## config.mk

```make
export PLATFORM = sky130hd
export DESIGN_NAME = l1_buffer_stream_reader_flat
export DESIGN_NICKNAME = d
export VERILOG_FILES = /design/src/rtl/l1_buffer_stream_reader_if.sv /design/src/rtl/l1_buffer_stream_reader.sv /design/src/flat_wrapper.sv
export SDC_FILE = /design/constraint.sdc
export NUM_CORES = 1
export LEC_CHECK = 0
export ABC_AREA = 1
export CORE_UTILIZATION = 30
export CTS_BUF_LIST = sky130_fd_sc_hd__clkbuf_4 sky130_fd_sc_hd__clkbuf_8
export DETAILED_ROUTE_END_ITERATION = 12
export GPL_ROUTABILITY_DRIVEN = 0
export SYNTH_ARGS = -nofsm -noshare
export SYNTH_HDL_FRONTEND = slang
export SYNTH_SLANG_ARGS = --single-unit
```

## constraint.sdc

```tcl
create_clock -name clk -period 2.6 [get_ports clk]
set_input_delay 0.26 -clock clk [delete_from_list [all_inputs] [get_ports clk]]
set_output_delay 0.26 -clock clk [all_outputs]
set_load 0.02 [all_outputs]
```

## src/rtl/l1_buffer_stream_reader_if.sv

```systemverilog
// Row stream from the L1 buffer reader toward the PE array (valid/ready).
// The master drives rows out; the slave accepts them with out_ready.
interface l1_buffer_stream_reader_if #(
    parameter int DATA_WIDTH = 8,
    parameter int LANE_COUNT = 4
);
    logic                             out_valid;
    logic                             out_ready;
    logic [DATA_WIDTH*LANE_COUNT-1:0] out_data;

    modport master (
        output out_valid,
        output out_data,
        input  out_ready
    );

    modport slave (
        input  out_valid,
        input  out_data,
        output out_ready
    );
endinterface

```

## src/rtl/l1_buffer_stream_reader.sv

```systemverilog
// Read sequencer for an L1_buffer: issues a wrapped run of row reads and streams rows through a 2-entry skid FIFO.
// Defining L1_READER_ABORT_EN adds an 'abort' input that cancels a run without a done pulse.
module l1_buffer_stream_reader #(
    parameter int DATA_WIDTH = 8,
    parameter int LANE_COUNT = 4,
    parameter int DATA_DEPTH = 16,
    localparam int IW = $clog2(DATA_DEPTH),
    localparam int LW = $clog2(DATA_DEPTH + 1)
) (
    input  logic                             clk,
    input  logic                             rst_n,
    input  logic                             start,
    input  logic [IW-1:0]                    base_index,
    input  logic [LW-1:0]                    length,
    output logic                             busy,
    output logic                             done,
    output logic                             buf_enable,
    output logic                             buf_write,
    output logic [IW-1:0]                    buf_index,
    input  logic [DATA_WIDTH*LANE_COUNT-1:0] buf_data_out,
`ifdef L1_READER_ABORT_EN
    input  logic                             abort,
`endif
    l1_buffer_stream_reader_if.master        stream
);
    localparam int RW = DATA_WIDTH * LANE_COUNT;
    localparam logic [LW-1:0] DEPTH_LEN = LW'(DATA_DEPTH);
    localparam logic [IW-1:0] LAST_IDX  = IW'(DATA_DEPTH - 1);

    typedef enum logic [1:0] {
        IDLE,
        RUN,
        DRAIN
    } state_t;

    state_t        state;
    logic [IW-1:0] rd_ptr;
    logic [LW-1:0] remaining;
    logic          inflight;
    logic [1:0]    count;
    logic [RW-1:0] head;
    logic [RW-1:0] tail;
    logic          pop;
    logic          issue;
    logic          abort_hit;
    logic [LW-1:0] start_len;

    assign pop = (count != 2'd0) && stream.out_ready;

    // Only issue when the row can land: FIFO plus in-flight read, net of this cycle's pop, stays below 2.
    assign issue = (state == RUN) && (remaining != '0)
                 && (({1'b0, count} + {2'b00, inflight}) < (3'd2 + {2'b00, pop}));

`ifdef L1_READER_ABORT_EN
    assign abort_hit = abort && (state != IDLE);
`else
    assign abort_hit = 1'b0;
`endif

    assign start_len        = (length > DEPTH_LEN) ? DEPTH_LEN : length;
    assign buf_enable       = issue;
    assign buf_write        = 1'b0;
    assign buf_index        = issue ? rd_ptr : '0;
    assign stream.out_valid = (count != 2'd0);
    assign stream.out_data  = head;

    always_ff @(posedge clk or negedge rst_n) begin
        if (!rst_n) begin
            state     <= IDLE;
            busy      <= 1'b0;
            done      <= 1'b0;
            rd_ptr    <= '0;
            remaining <= '0;
            inflight  <= 1'b0;
        end else begin
            done     <= 1'b0;
            inflight <= issue;
            if (abort_hit) begin
                state     <= IDLE;
                busy      <= 1'b0;
                remaining <= '0;
                inflight  <= 1'b0;
            end else begin
                case (state)
                    IDLE: begin
                        if (start) begin
                            rd_ptr    <= base_index;
                            remaining <= start_len;
                            busy      <= 1'b1;
                            state     <= (start_len == '0) ? DRAIN : RUN;
                        end
                    end
                    RUN: begin
                        if (issue) begin
                            rd_ptr    <= (rd_ptr == LAST_IDX) ? '0 : rd_ptr + IW'(1);
                            remaining <= remaining - LW'(1);
                            if (remaining == LW'(1)) begin
                                state <= DRAIN;
                            end
                        end
                    end
                    DRAIN: begin
                        // Finish on the edge that pops the last buffered row so done lands right after it.
                        if (!inflight && ((count == 2'd0) || ((count == 2'd1) && pop))) begin
                            state <= IDLE;
                            busy  <= 1'b0;
                            done  <= 1'b1;
                        end
                    end
                    default: state <= IDLE;
                endcase
            end
        end
    end

    // Two-entry skid FIFO: head is the presented row, tail holds the row that arrives while head is stalled.
    always_ff @(posedge clk or negedge rst_n) begin
        if (!rst_n) begin
            count <= 2'd0;
            head  <= '0;
            tail  <= '0;
        end else if (abort_hit) begin
            count <= 2'd0;
        end else begin
            case ({inflight, pop})
                2'b10: begin
                    if (count == 2'd0) begin
                        head <= buf_data_out;
                    end else begin
                        tail <= buf_data_out;
                    end
                    count <= count + 2'd1;
                end
                2'b01: begin
                    head  <= tail;
                    count <= count - 2'd1;
                end
                2'b11: begin
                    if (count == 2'd1) begin
                        head <= buf_data_out;
                    end else begin
                        head <= tail;
                        tail <= buf_data_out;
                    end
                end
                default: ;
            endcase
        end
    end
endmodule

```

## src/flat_wrapper.sv

```systemverilog
// flat-port wrapper written by rule: the top's interface ports become plain ports
module l1_buffer_stream_reader_flat 
#(
    parameter int DATA_WIDTH = 8,
    parameter int LANE_COUNT = 4,
    parameter int DATA_DEPTH = 16,
    localparam int IW = $clog2(DATA_DEPTH),
    localparam int LW = $clog2(DATA_DEPTH + 1)
)
  (clk, rst_n, start, base_index, length, busy, done, buf_enable, buf_write, buf_index, buf_data_out, stream_out_valid, stream_out_data, stream_out_ready);
  l1_buffer_stream_reader_if #(.DATA_WIDTH(DATA_WIDTH), .LANE_COUNT(LANE_COUNT)) stream_i ();
  input  logic clk;
  input  logic rst_n;
  input  logic start;
  input  logic [IW-1:0] base_index;
  input  logic [LW-1:0] length;
  output logic busy;
  output logic done;
  output logic buf_enable;
  output logic buf_write;
  output logic [IW-1:0] buf_index;
  input  logic [DATA_WIDTH*LANE_COUNT-1:0] buf_data_out;
  output wire logic [$bits(stream_i.out_valid)-1:0] stream_out_valid;
  output wire logic [$bits(stream_i.out_data)-1:0] stream_out_data;
  input wire logic [$bits(stream_i.out_ready)-1:0] stream_out_ready;
  assign stream_out_valid = stream_i.out_valid;
  assign stream_out_data = stream_i.out_data;
  assign stream_i.out_ready = stream_out_ready;
  l1_buffer_stream_reader #(.DATA_WIDTH(DATA_WIDTH), .LANE_COUNT(LANE_COUNT), .DATA_DEPTH(DATA_DEPTH)) u_core (.clk(clk), .rst_n(rst_n), .start(start), .base_index(base_index), .length(length), .busy(busy), .done(done), .buf_enable(buf_enable), .buf_write(buf_write), .buf_index(buf_index), .buf_data_out(buf_data_out), .stream(stream_i));
endmodule
```

# Yosys cells after proc, flatten, opt, wreduce, memory -nomap -nowiden
# Cells that the tools add are included.
# classes
n_eq_ne	15
n_reduce_logical	22
magnitude_cmp	2
addsub	6
muxes	27
# ops
op	count
32-bit two-way mux	4
32-bit one-hot mux with 3 select lines	1
32-bit one-hot mux with 2 select lines	1
4-bit two-way mux	4
5-bit two-way mux	3
2-bit two-way mux	5
5-bit one-hot mux with 2 select lines	1
2-bit nonzero test	5
3-bit AND reduction	3
2-bit != test (second input constant)	4
4-bit one-hot mux with 2 select lines	1
2-bit by 1-bit equality test with 1-bit output (second input constant)	3
2-bit equality test (second input constant)	3
2-bit by 1-bit != test with 1-bit output (second input constant)	3
2-bit one-hot mux with 3 select lines	1
5-bit by 1-bit equality test with 1-bit output (second input constant)	1
5-bit greater-than comparator (second input constant)	1
1-bit logical AND	5
5-bit logical NOT	1
5-bit nonzero test	1
5-bit by 1-bit subtractor with 5-bit output (second input constant)	1
4-bit by 1-bit adder with 4-bit output (second input constant)	1
4-bit equality test (second input constant)	1
2-bit logical NOT	2
13 further kinds	16
# word_totals
input_bits	45
out_inout_bits	41
regBits	80
word_cells	81

# Depth between registers and ports, before layout
# Gate-level depths: netlist of the first run.
# depth
ltp_word	7
mapped_depth	13
mapped_depth_nobuf	12

# Worst setup path before layout of the first run
# No wires, ideal clock.
# synth_timing
kind	register to register
start	register u_core.count[0]
end	register u_core.head[0] (netlist: u_core.stream.out_data[0])
required_ps	2470
n_path_buf	1
period_less_slack_ps	1923
path_slack_ps	677
setup_ps	130
stages_incl_launch_ff	12
arrival_time_ps	1793
cell_sequence	dfrtp_1 -> inv_1 -> ha_1 -> inv_2 -> nand2_2 -> inv_1 -> ha_1 -> o21a_1 -> clkbuf_1 -> o21ai_0 -> nand2_1 -> o21ai_0
# synth_between
elab_chain_len	5
word_cells_on_any_way	12
cone_classes	eq/ne (5); mux (2); reduce/logical (5)
# synth_lines
element	line_no	rtl
start: declaration	l1_buffer_stream_reader.sv:40	logic [1:0] count;
start signal: assignment	l1_buffer_stream_reader.sv:132	count <= count + 2'd1;
start signal: assignment	l1_buffer_stream_reader.sv:136	count <= count - 2'd1;
2-bit nonzero test *	n/a	
named net stream_out_valid	flat_wrapper.sv:23	output wire logic [$bits(stream_i.out_valid)-1:0] stream_out_valid;
1-bit logical AND *	l1_buffer_stream_reader.sv:48	assign pop = (count != 2'd0) && stream.out_ready;
2-bit equality test or 2-bit by 1-bit equality test with 1-bit output (tied branches)	l1_buffer_stream_reader.sv:125	case ({inflight, pop})
2-bit by 1-bit != test with 1-bit output (no source line) or 3-bit nonzero test (tied branches)	n/a	
2-bit AND reduction (no source line)	n/a	
end signal: assignment	l1_buffer_stream_reader.sv:128	head <= buf_data_out;
end signal: assignment	l1_buffer_stream_reader.sv:135	head <= tail;
end signal: assignment	l1_buffer_stream_reader.sv:140	head <= buf_data_out;
end: declaration	l1_buffer_stream_reader.sv:41	logic [RW-1:0] head;
# The timed path passes the listed nets; every way through them passes the cells marked *.
# A chain may end at the register's enable or synchronous reset.

# Worst setup path in the final report of the first run
# layout_timing
start	register u_core.count[0]
end	register u_core.head[1] (netlist: u_core.stream.out_data[1])
# layout_between
elab_chain_len	5
word_cells_on_any_way	12
cone_classes	eq/ne (5); mux (2); reduce/logical (5)
# layout_lines
element	line_no
2-bit nonzero test	l1_buffer_stream_reader.sv:48
1-bit logical AND	l1_buffer_stream_reader.sv:48
2-bit equality test or 2-bit by 1-bit equality test with 1-bit output (tied branches)	l1_buffer_stream_reader.sv:125
2-bit by 1-bit != test with 1-bit output (no source line) or 3-bit nonzero test (tied branches)	n/a
2-bit AND reduction (no source line)	n/a
# Several ways; a longest one is shown, not always the timed one.

==> metrics.txt, run 1 <==
ys flop type=dfrtp_1; TritonCTS Sinks=80; post-synthesis mux area share=0%; Worst Tran Pin Value=roughly 0.69 ns; final worst-path cycle share=between 80% and 90%; compound-cell area share of the yosys netlist=about 15%; fmax=between 400 and 500 MHz; H-tree Lvls=3; top-count cell post-synth=nand2_1; Max Cap Viol=0; Clk pin slew, worst setup/hold paths=about 0.090 ns; drc violations=0; synthesized flop and latch total=80; EDFF count, synth=0; share of the synthesized area in the top cell type=between 40% and 50%; Congestion Overflow GR=0; Core Util, Final=40.2%; post-route design area=between 5000 and 6000 sq um; diode count=0; Hold Crit Class=in2async; Core ar.=13200 sq um; Post-Route WL=about 9600 um; setup_tns=0 ns; relative slew slack=roughly 54%; die width=118 um; Worst EP arrival=2.47 ns; post-DR vias/cell=approximately 4.6; Crit Path Max Fanout=15; fraction of registers with async set/reset=between 90% and 100%; status=finished clean; xor and xnor area share after synthesis=0.647%; post-DP HPWL=slightly below 7000 um; final slew viol count=0; Iter 0 DRT Violations=219; PwrDens=1290 nW/um^2; Initial Utilization=a little over 30%; final std cells w/o fill=approximately 770; Setup CP Type=reg2reg; io pins=86; Pleak=2.59 nW; Mapped Nets=560; hold_ws=between 0.4 and 0.5 ns; vias in the first global route=roughly 3.4k; crit path launch type=flip-flop; top post-synthesis cells by count=nand2_1, o21ai_0, inv_1, dfrtp_1, nand3_1; die area=about 14000 sq um; top cells by area, synth=dfrtp_1, o21ai_0, nand2_1; clock buffer count from CTS=9; register area=roughly 2000 sq um; Max rail drop VDD=around 700 uV; RSZ-0062 raised after global routing=no; Cell Area, Placed=slightly above 5000 sq um; # setup viols final=0; row count=42; first-pass GRT wire length=between 15000 and 20000 um; largest family of logic cells by synthesized area=simple AND/OR/NAND/NOR gates; Mapped Area=between 4000 and 5000 sq um; adder-cell share of the synthesized area=under 10%; clk root buf=clkbuf_8; number of cells after detailed placement=750; largest net degree at the start of global routing=49; maximum clock path buffer count=2; Worst-Skew Late Latency=approximately 0.37 ns; CTS tree=built; fin worst setup slack=0.422 ns; crit path time final=2.18 ns; Synth Area in Simple Gates=between 15 and 20%; skew final=0.00956 ns; Syn Inst Count=504; wire per inst=12.5 um; CP Data Required Time=just under 3 ns; Ys Warns=0; initial antenna violation count=0; Pwr Total=approximately 7 mW; r2r worst-path depth=12; total track usage=around 15%; Die H=roughly 120 um; area of the multi-input gates=1600 sq um; Routed Antenna Nets=0; Area Overhead vs Synth=31.0%; TritonRoute pass-1 iters=4; PortBufs=84; post-synth top area cell=dfrtp_1; final hold vios=0; Worst Setup End Kind=flip-flop; Nets=around 640; Synth cell types=31; Layout fillers=1361; pre-CTS WS=around 0.43 ns; mean post-synth cell area=between 8 and 9 sq um; layout cell share with drive strength beyond 1=around 7.6%; sequential-to-total area share from yosys stat=between 40% and 50%; Vias=3495
## worst max-delay path, cell delays in order (launching register included)
cell	delay (ns)
dfrtp_1	0.42
inv_1	0.06
ha_1	0.22
inv_2	0.12
nand2_2	0.10
inv_1	0.09
ha_1	0.26
nand2_1	0.15
o21a_1	0.15
buf_4	0.18
o21ai_0	0.19
nand2_1	0.07
o21ai_0	0.09
## flip-flops by register name, summed over array words and instances (netlist names)
name	count
u_core.busy	1
u_core.inflight	1
u_core.stream.out_data	32
u_core.tail	32
u_core.count	2
u_core.remaining	5
u_core.rd_ptr	4
u_core.done	1
u_core.state	2
## where the power goes
group	internal, mW	switching [mW]
logic	1.44	2.20
registers	1.85	0.367
clock network	0.548	0.476
total	3.84	3.04
## routing by layer
metal,wire length [um],up-vias,part of all wire [%],GRT usage (%)
met3,478,14,5.0,4.39
met1,4500,1645,47,18.7
met5,0,-,0,0
li1,-,1757,-,-
met2,4440,79,46,23.5
met4,143,0,1.5,5.70
## worst paths after layout
kind | from | end | slack (ns)
hold reg to reg | u_core.tail[9] | u_core.tail[9] | 0.49
hold / removal | rst_n | u_core.stream.out_data[24] | 0.43
setup reg to reg | u_core.count[0] | u_core.stream.out_data[1] | 0.42
max in group asynchronous | rst_n | u_core.rd_ptr[1] | 1.47
setup / recovery | u_core.count[0] | u_core.stream.out_data[1] | 0.42
min in group clk | buf_data_out[16] | u_core.tail[16] | 0.46
## kinds of logic after synthesis
family | count (synthesis)
xor gates and xnor gates | 3
AOI/OAI and AO/OA | 114
and+or+nand+nor | 182
adders and majority gates | 11
buffers and inverters | 113
other | 1
DFF | 80
## placed cells by master (no fill, tap or decap), types with 9 or more instances in the layout
| cell type | n |
|---|---|
| o21ai_0 | 98 |
| nor2_1 | 11 |
| nand3_1 | 48 |
| clkbuf_8 | 9 |
| ha_1 | 11 |
| dfrtp_1 | 80 |
| buf_4 | 10 |
| nand2_1 | 111 |
| clkdlybuf4s50_1 | 78 |
| inv_1 | 88 |
## repair_timing
item,4_1_cts,5_1_grt
setup buffers,0,0
resized for setup,0,5
hold buffers,1,0
endpoints found under the setup margin,0,5
hold endpoints to repair,46,0
## layout make-up
| type | instances | share of cell area [%] |
|---|---|---|
| clock buffer | 10 | 2.47 |
| clock inverter | 6 | 1.57 |
| inverter | 89 | 6.27 |
| multi-input combinational | 311 | 30.1 |
| sequential | 80 | 37.6 |
| tap | 176 | 4.14 |
| timing repair buffer | 95 | 17.8 |
(Power assumes the default switching activity.)
==> run 2: changes to the inputs <==
Clock period 2.6 ns to 1.8 ns, I/O delays scaled along.
==> metrics.txt, run 2 (same netlist as run 1, synthesis figures left out) <==
Worst EP arrival=between 1.5 and 2 ns; Nets=680; crit path from=u_core.inflight; skew final=around 0.012 ns; Comb pwr share=a little under two thirds; vias in the first global route=3594; crit path to=buf_index[0]; Routed Antenna Nets=0; failing checks=setup timing; CP top delay family=flip-flops; Buf/Inv on CP=2; reg-to-reg startpoint=u_core.count[0]; crit path launch type=flip-flop; Core ar.=between 10000 and 15000 sq um; CTS tree=built; Max rail drop VDD=~1100 uV; Die H=roughly 120 um; die area=~14000 sq um; die width=about 120 um; Setup CP Type=reg2out; wire per inst=about 14 um; Sequential Power Share=approximately a quarter; initial antenna violation count=0; r2r worst-path depth=13; post-DP HPWL=between 6000 and 7000 um; post-route design area=6320 sq um; Congestion Overflow GR=0; max incr delay on CP=a little over 0.4 ns; Crit Path Max Fanout=6; Clk pin slew, worst setup/hold paths=0.08 ns; Hold Crit Class=in2async; register-to-register setup slack=-0.01 ns; Max Cap Viol=0; diode count=0; Worst-Skew Late Latency=between 0.3 and 0.4 ns; CP Data Required Time=between 1.5 and 2 ns; Pleak=2.95 nW; final slew viol count=0; final worst-path cycle share=102%; Initial Utilization=a little under a third; Critical Path Stages=7; fin worst setup slack=-0.0431 ns; CP max stage cell=dfrtp_1; clock network fraction of total power=10.7%; clock buffer count from CTS=9; pre-CTS WS=-0.249 ns; post-DR vias/cell=4.71; H-tree Lvls=3; TritonCTS Sinks=80; internal power=roughly 7.3 mW; R2R Path End=u_core.tail[13]; total track usage=between 15 and 20%; final std cells w/o fill=between 800 and 900; Vias=3794; Iter 0 DRT Violations=320; Pwr Total=approximately 13 mW; PwrDens=2050 nW/um^2; number of cells after detailed placement=approximately 760; layout cell share with drive strength beyond 1=27.3%; fmax=543 MHz; most frequent cells in the layout=inv_1, dfrtp_1, clkdlybuf4s50_1; clk root buf=clkbuf_8; setup_tns=-0.164 ns; maximum clock path buffer count=2; row count=42; TritonRoute pass-1 iters=4; Sw Share=~43%; # setup viols final=13; final hold vios=0; drc violations=0; most common cell after layout, fill and taps aside=inv_1; PortBufs=between 80 and 90; crit path time final=around 1.8 ns; first-pass GRT wire length=around 17000 um; status=complete, but fails checks; Post-Route WL=roughly 12000 um; RSZ-0062 raised after global routing=yes; Cell Area, Placed=around 5300 sq um; io pins=86; crit-path cells=ha_2 > inv_1 > nand3_1 > nand2_2 > nand3_4 > nor2_2 > buf_4; Area Overhead vs Synth=55.7%; largest net degree at the start of global routing=between 40 and 50; switching power total=5.64 mW; Worst Setup End Kind=output port
[run 2: cell type report]
cell class | count | area (sq um)
Inverter | 89 | 342
Sequential cell | 80 | 2000
Multi-Input combinational cell | 311 | 2000
Clock inverter | 5 | 56.3
Tap cell | 176 | 220
Timing Repair Buffer | 133 | 1560
Fill cell | 1285 | 6920
Clock buffer | 11 | 145
[run 2: what timing repair did]
action                                 CTS  global route
gates resized for setup                 52           168
hold buffers                             1             0
setup buffers                            5             3
pin swaps                                4             2
gates cloned                             3            13
endpoints found under the hold margin   57             0
setup endpoints to repair               59            69
[run 2: worst min-delay path by stage]
| stage | start | to | slack, ns | cells past startpoint |
|---|---|---|---|---|
| floorplan | rst_n | u_core.busy | -0.12 | 0 |
| global placement | rst_n | u_core.stream.out_data[7] | 0.05 | 1 |
| detailed placement | rst_n | u_core.stream.out_data[7] | 0.06 | 1 |
| CTS | rst_n | u_core.stream.out_data[7] | 0.20 | 2 |
| global route | rst_n | u_core.tail[8] | 0.24 | 2 |
| finish | rst_n | u_core.stream.out_data[7] | 0.21 | 2 |
[run 2: layer usage]
metal	GRT usage (%)	wire, um	up-vias
li1	-	-	1850
met1	20.0	5220	1818
met2	24.7	5480	108
met3	3.47	570	18
met4	6.25	237	0
met5	0	0	-
[run 2: stage by stage]
stage / util (%) / hold WS (ns)
floorplan: - / -0.116
global placement: 39.9 / 0.0541
detailed placement: 39.9 / 0.0564
CTS: 42.6 / 0.196
global route: 47.8 / 0.235
finish: 47.8 / 0.210
[run 2: power by group through the flow]
stage	logic [mW]	clock network, mW	registers (mW)
after CTS	6.31	1.41	3.18
after global routing	8.98	1.49	3.43
after global placement	5.71	0	3.18
final	8.27	1.38	3.32
after floorplan	3.36	0	3.55
after detailed placement	5.81	0	3.22
==> run 3: changes to the inputs <==
--- a/config.mk
+++ b/config.mk
@@ -11,4 +11,5 @@
 export DETAILED_ROUTE_END_ITERATION = 12
 export GPL_ROUTABILITY_DRIVEN = 0
+export SKIP_CTS_REPAIR_TIMING = 1
 export SYNTH_ARGS = -nofsm -noshare
 export SYNTH_HDL_FRONTEND = slang
==> constraint.sdc (replaced) <==
create_clock -name clk -period 1.8 [get_ports clk]
set_input_delay 0.27 -clock clk [delete_from_list [all_inputs] [get_ports clk]]
set_output_delay 0.27 -clock clk [all_outputs]
set_load 0.02 [all_outputs]
==> metrics.txt, run 3 (same netlist as run 1, synthesis figures left out) <==
post-DR vias/cell=approximately 4.6; Highest Signal Layer=met4; Sw Share=between 40 and 50%; CP Data Required Time=roughly 1.5 ns; Core ar.=around 13000 sq um; status=complete, but fails checks; metal1 wirelength=slightly above 5000 um; area of the multi-input gates=roughly 1800 sq um; clock network fraction of total power=roughly a tenth; final slew viol count=0; Clk pin slew, worst setup/hold paths=0.08 ns; RSZ-0062 raised after global routing=yes; first-pass GRT wire length=16700 um; internal power=just under 7 mW; post-DP HPWL=6900 um; drc violations=0; initial antenna violation count=0; row count=42; PwrDens=roughly 2000 nW/um^2; Hold Crit Class=in2async; largest net degree at the start of global routing=between 40 and 50; die width=118 um; most frequent cells in the layout=nand2_1, inv_1, dfrtp_1; # setup viols final=38; Post-Route WL=approximately 11000 um; Setup CP Type=reg2out; Routed Antenna Nets=0; vias in the first global route=3527; layout cell share with drive strength beyond 1=approximately 18%; Pwr Total=between 10 and 15 mW; R2R Path End=u_core.tail[15]; Worst-Skew Late Latency=between 0.3 and 0.4 ns; pre-CTS WS=-0.327 ns; Area Overhead vs Synth=47.2%; reg-to-reg startpoint=u_core.count[0]; Worst EP arrival=approximately 1.7 ns; maximum clock path buffer count=2; setup_tns=-4.35 ns; TritonCTS Sinks=80; Max rail drop VDD=about 1300 uV; wire per inst=14.0 um; Crit Path Max Fanout=6; Die H=about 120 um; most common cell after layout, fill and taps aside=nand2_1; TritonRoute pass-1 iters=4; crit path launch type=flip-flop; PortBufs=84; clk root buf=clkbuf_8; r2r worst-path depth=12; Pleak=~2.8 nW; metal3 WL=533 um; crit path to=buf_index[1]; Vias=3711; skew final=roughly 0.01 ns; Nets=674; H-tree Lvls=3; Congestion Overflow GR=0; fmax=roughly 500 MHz; Core Util, Final=between 40% and 50%; CTS tree=built; total track usage=14.9%; final hold vios=0; crit path time final=around 2 ns; register area=2000 sq um; die area=between 10000 and 15000 sq um; hold_ws=0.378 ns; Sequential Power Share=26.9%; register-to-register setup slack=-0.15 ns; Max Cap Viol=0; Layout fillers=roughly 1.3k; final worst-path cycle share=109%; Comb pwr share=between 60% and 70%; wire length on met2=5380 um; failing checks=setup timing; diode count=0; crit path from=u_core.inflight; fin worst setup slack=-0.170 ns; clock buffer count from CTS=9; Iter 0 DRT Violations=between 200 and 250; Worst Setup End Kind=output port; io pins=86; switching power total=between 5 and 6 mW; Initial Utilization=between 30% and 40%
## run 3: cell count changes in the layout (fill, tap and decap cells not counted), moves of 3 or more
cell / previous run / this run
o21ai_0: 32 / 44
buf_4: 22 / 19
nand3_1: 47 / 44
nand3_2: 3 / 6
nand2_1: 74 / 106
ha_2: 3 / 0
o21ai_1: 39 / 50
inv_2: 3 / 6
nand2_2: 21 / 4
o21ai_2: 35 / 12
nand2_4: 17 / 4
## run 3: how the worst min path moves through the flow
stage | from | end | slack, ns | depth (start not counted)
floorplan | rst_n | u_core.busy | -0.03 | 0
global placement | rst_n | u_core.stream.out_data[7] | 0.23 | 1
detailed placement | rst_n | u_core.stream.out_data[6] | 0.23 | 1
CTS | rst_n | u_core.stream.out_data[8] | -0.18 | 1
global route | rst_n | u_core.stream.out_data[8] | 0.41 | 2
finish | rst_n | u_core.stream.out_data[8] | 0.38 | 2
## run 3: layer usage
metal  up-vias  global-route usage, %
met3        17                   3.23
met1      1763                   19.2
met2       103                   23.9
met5         -                      0
li1       1828                      -
met4         0                   6.80
## run 3: area by class of cell
cell class / count / share of cell area (%)
clock buffer: 13 / 2.68
clock inverter: 3 / 0.293
inverter: 89 / 5.63
multi-input combinational: 311 / 29.7
sequential: 80 / 33.5
tap: 176 / 3.68
timing repair buffer: 127 / 24.6
## run 3: critical path, stage by stage, from the launching register on
cell	delay [ns]
dfrtp_1	0.44
ha_4	0.20
ha_4	0.16
nor2_4	0.11
nand3_4	0.15
nor2_2	0.14
buf_6	0.13
## run 3: power groups by stage
stage                     logic, mW  registers (mW)  clock network, mW
final                          7.47            3.21               1.24
after global routing           8.20            3.32               1.37
after CTS                      5.96            3.18               1.29
after detailed placement       5.93            3.21                  0
after global placement         5.82            3.17                  0
after floorplan                3.36            3.55                  0
## run 3: through the flow
| stage | std cells | instance area (sq um) |
|---|---|---|
| floorplan | 504 | 4120 |
| global placement | 766 | 5330 |
| detailed placement | 766 | 5330 |
| CTS | 782 | 5500 |
| global route | 799 | 5980 |
| finish | 799 | 5980 |
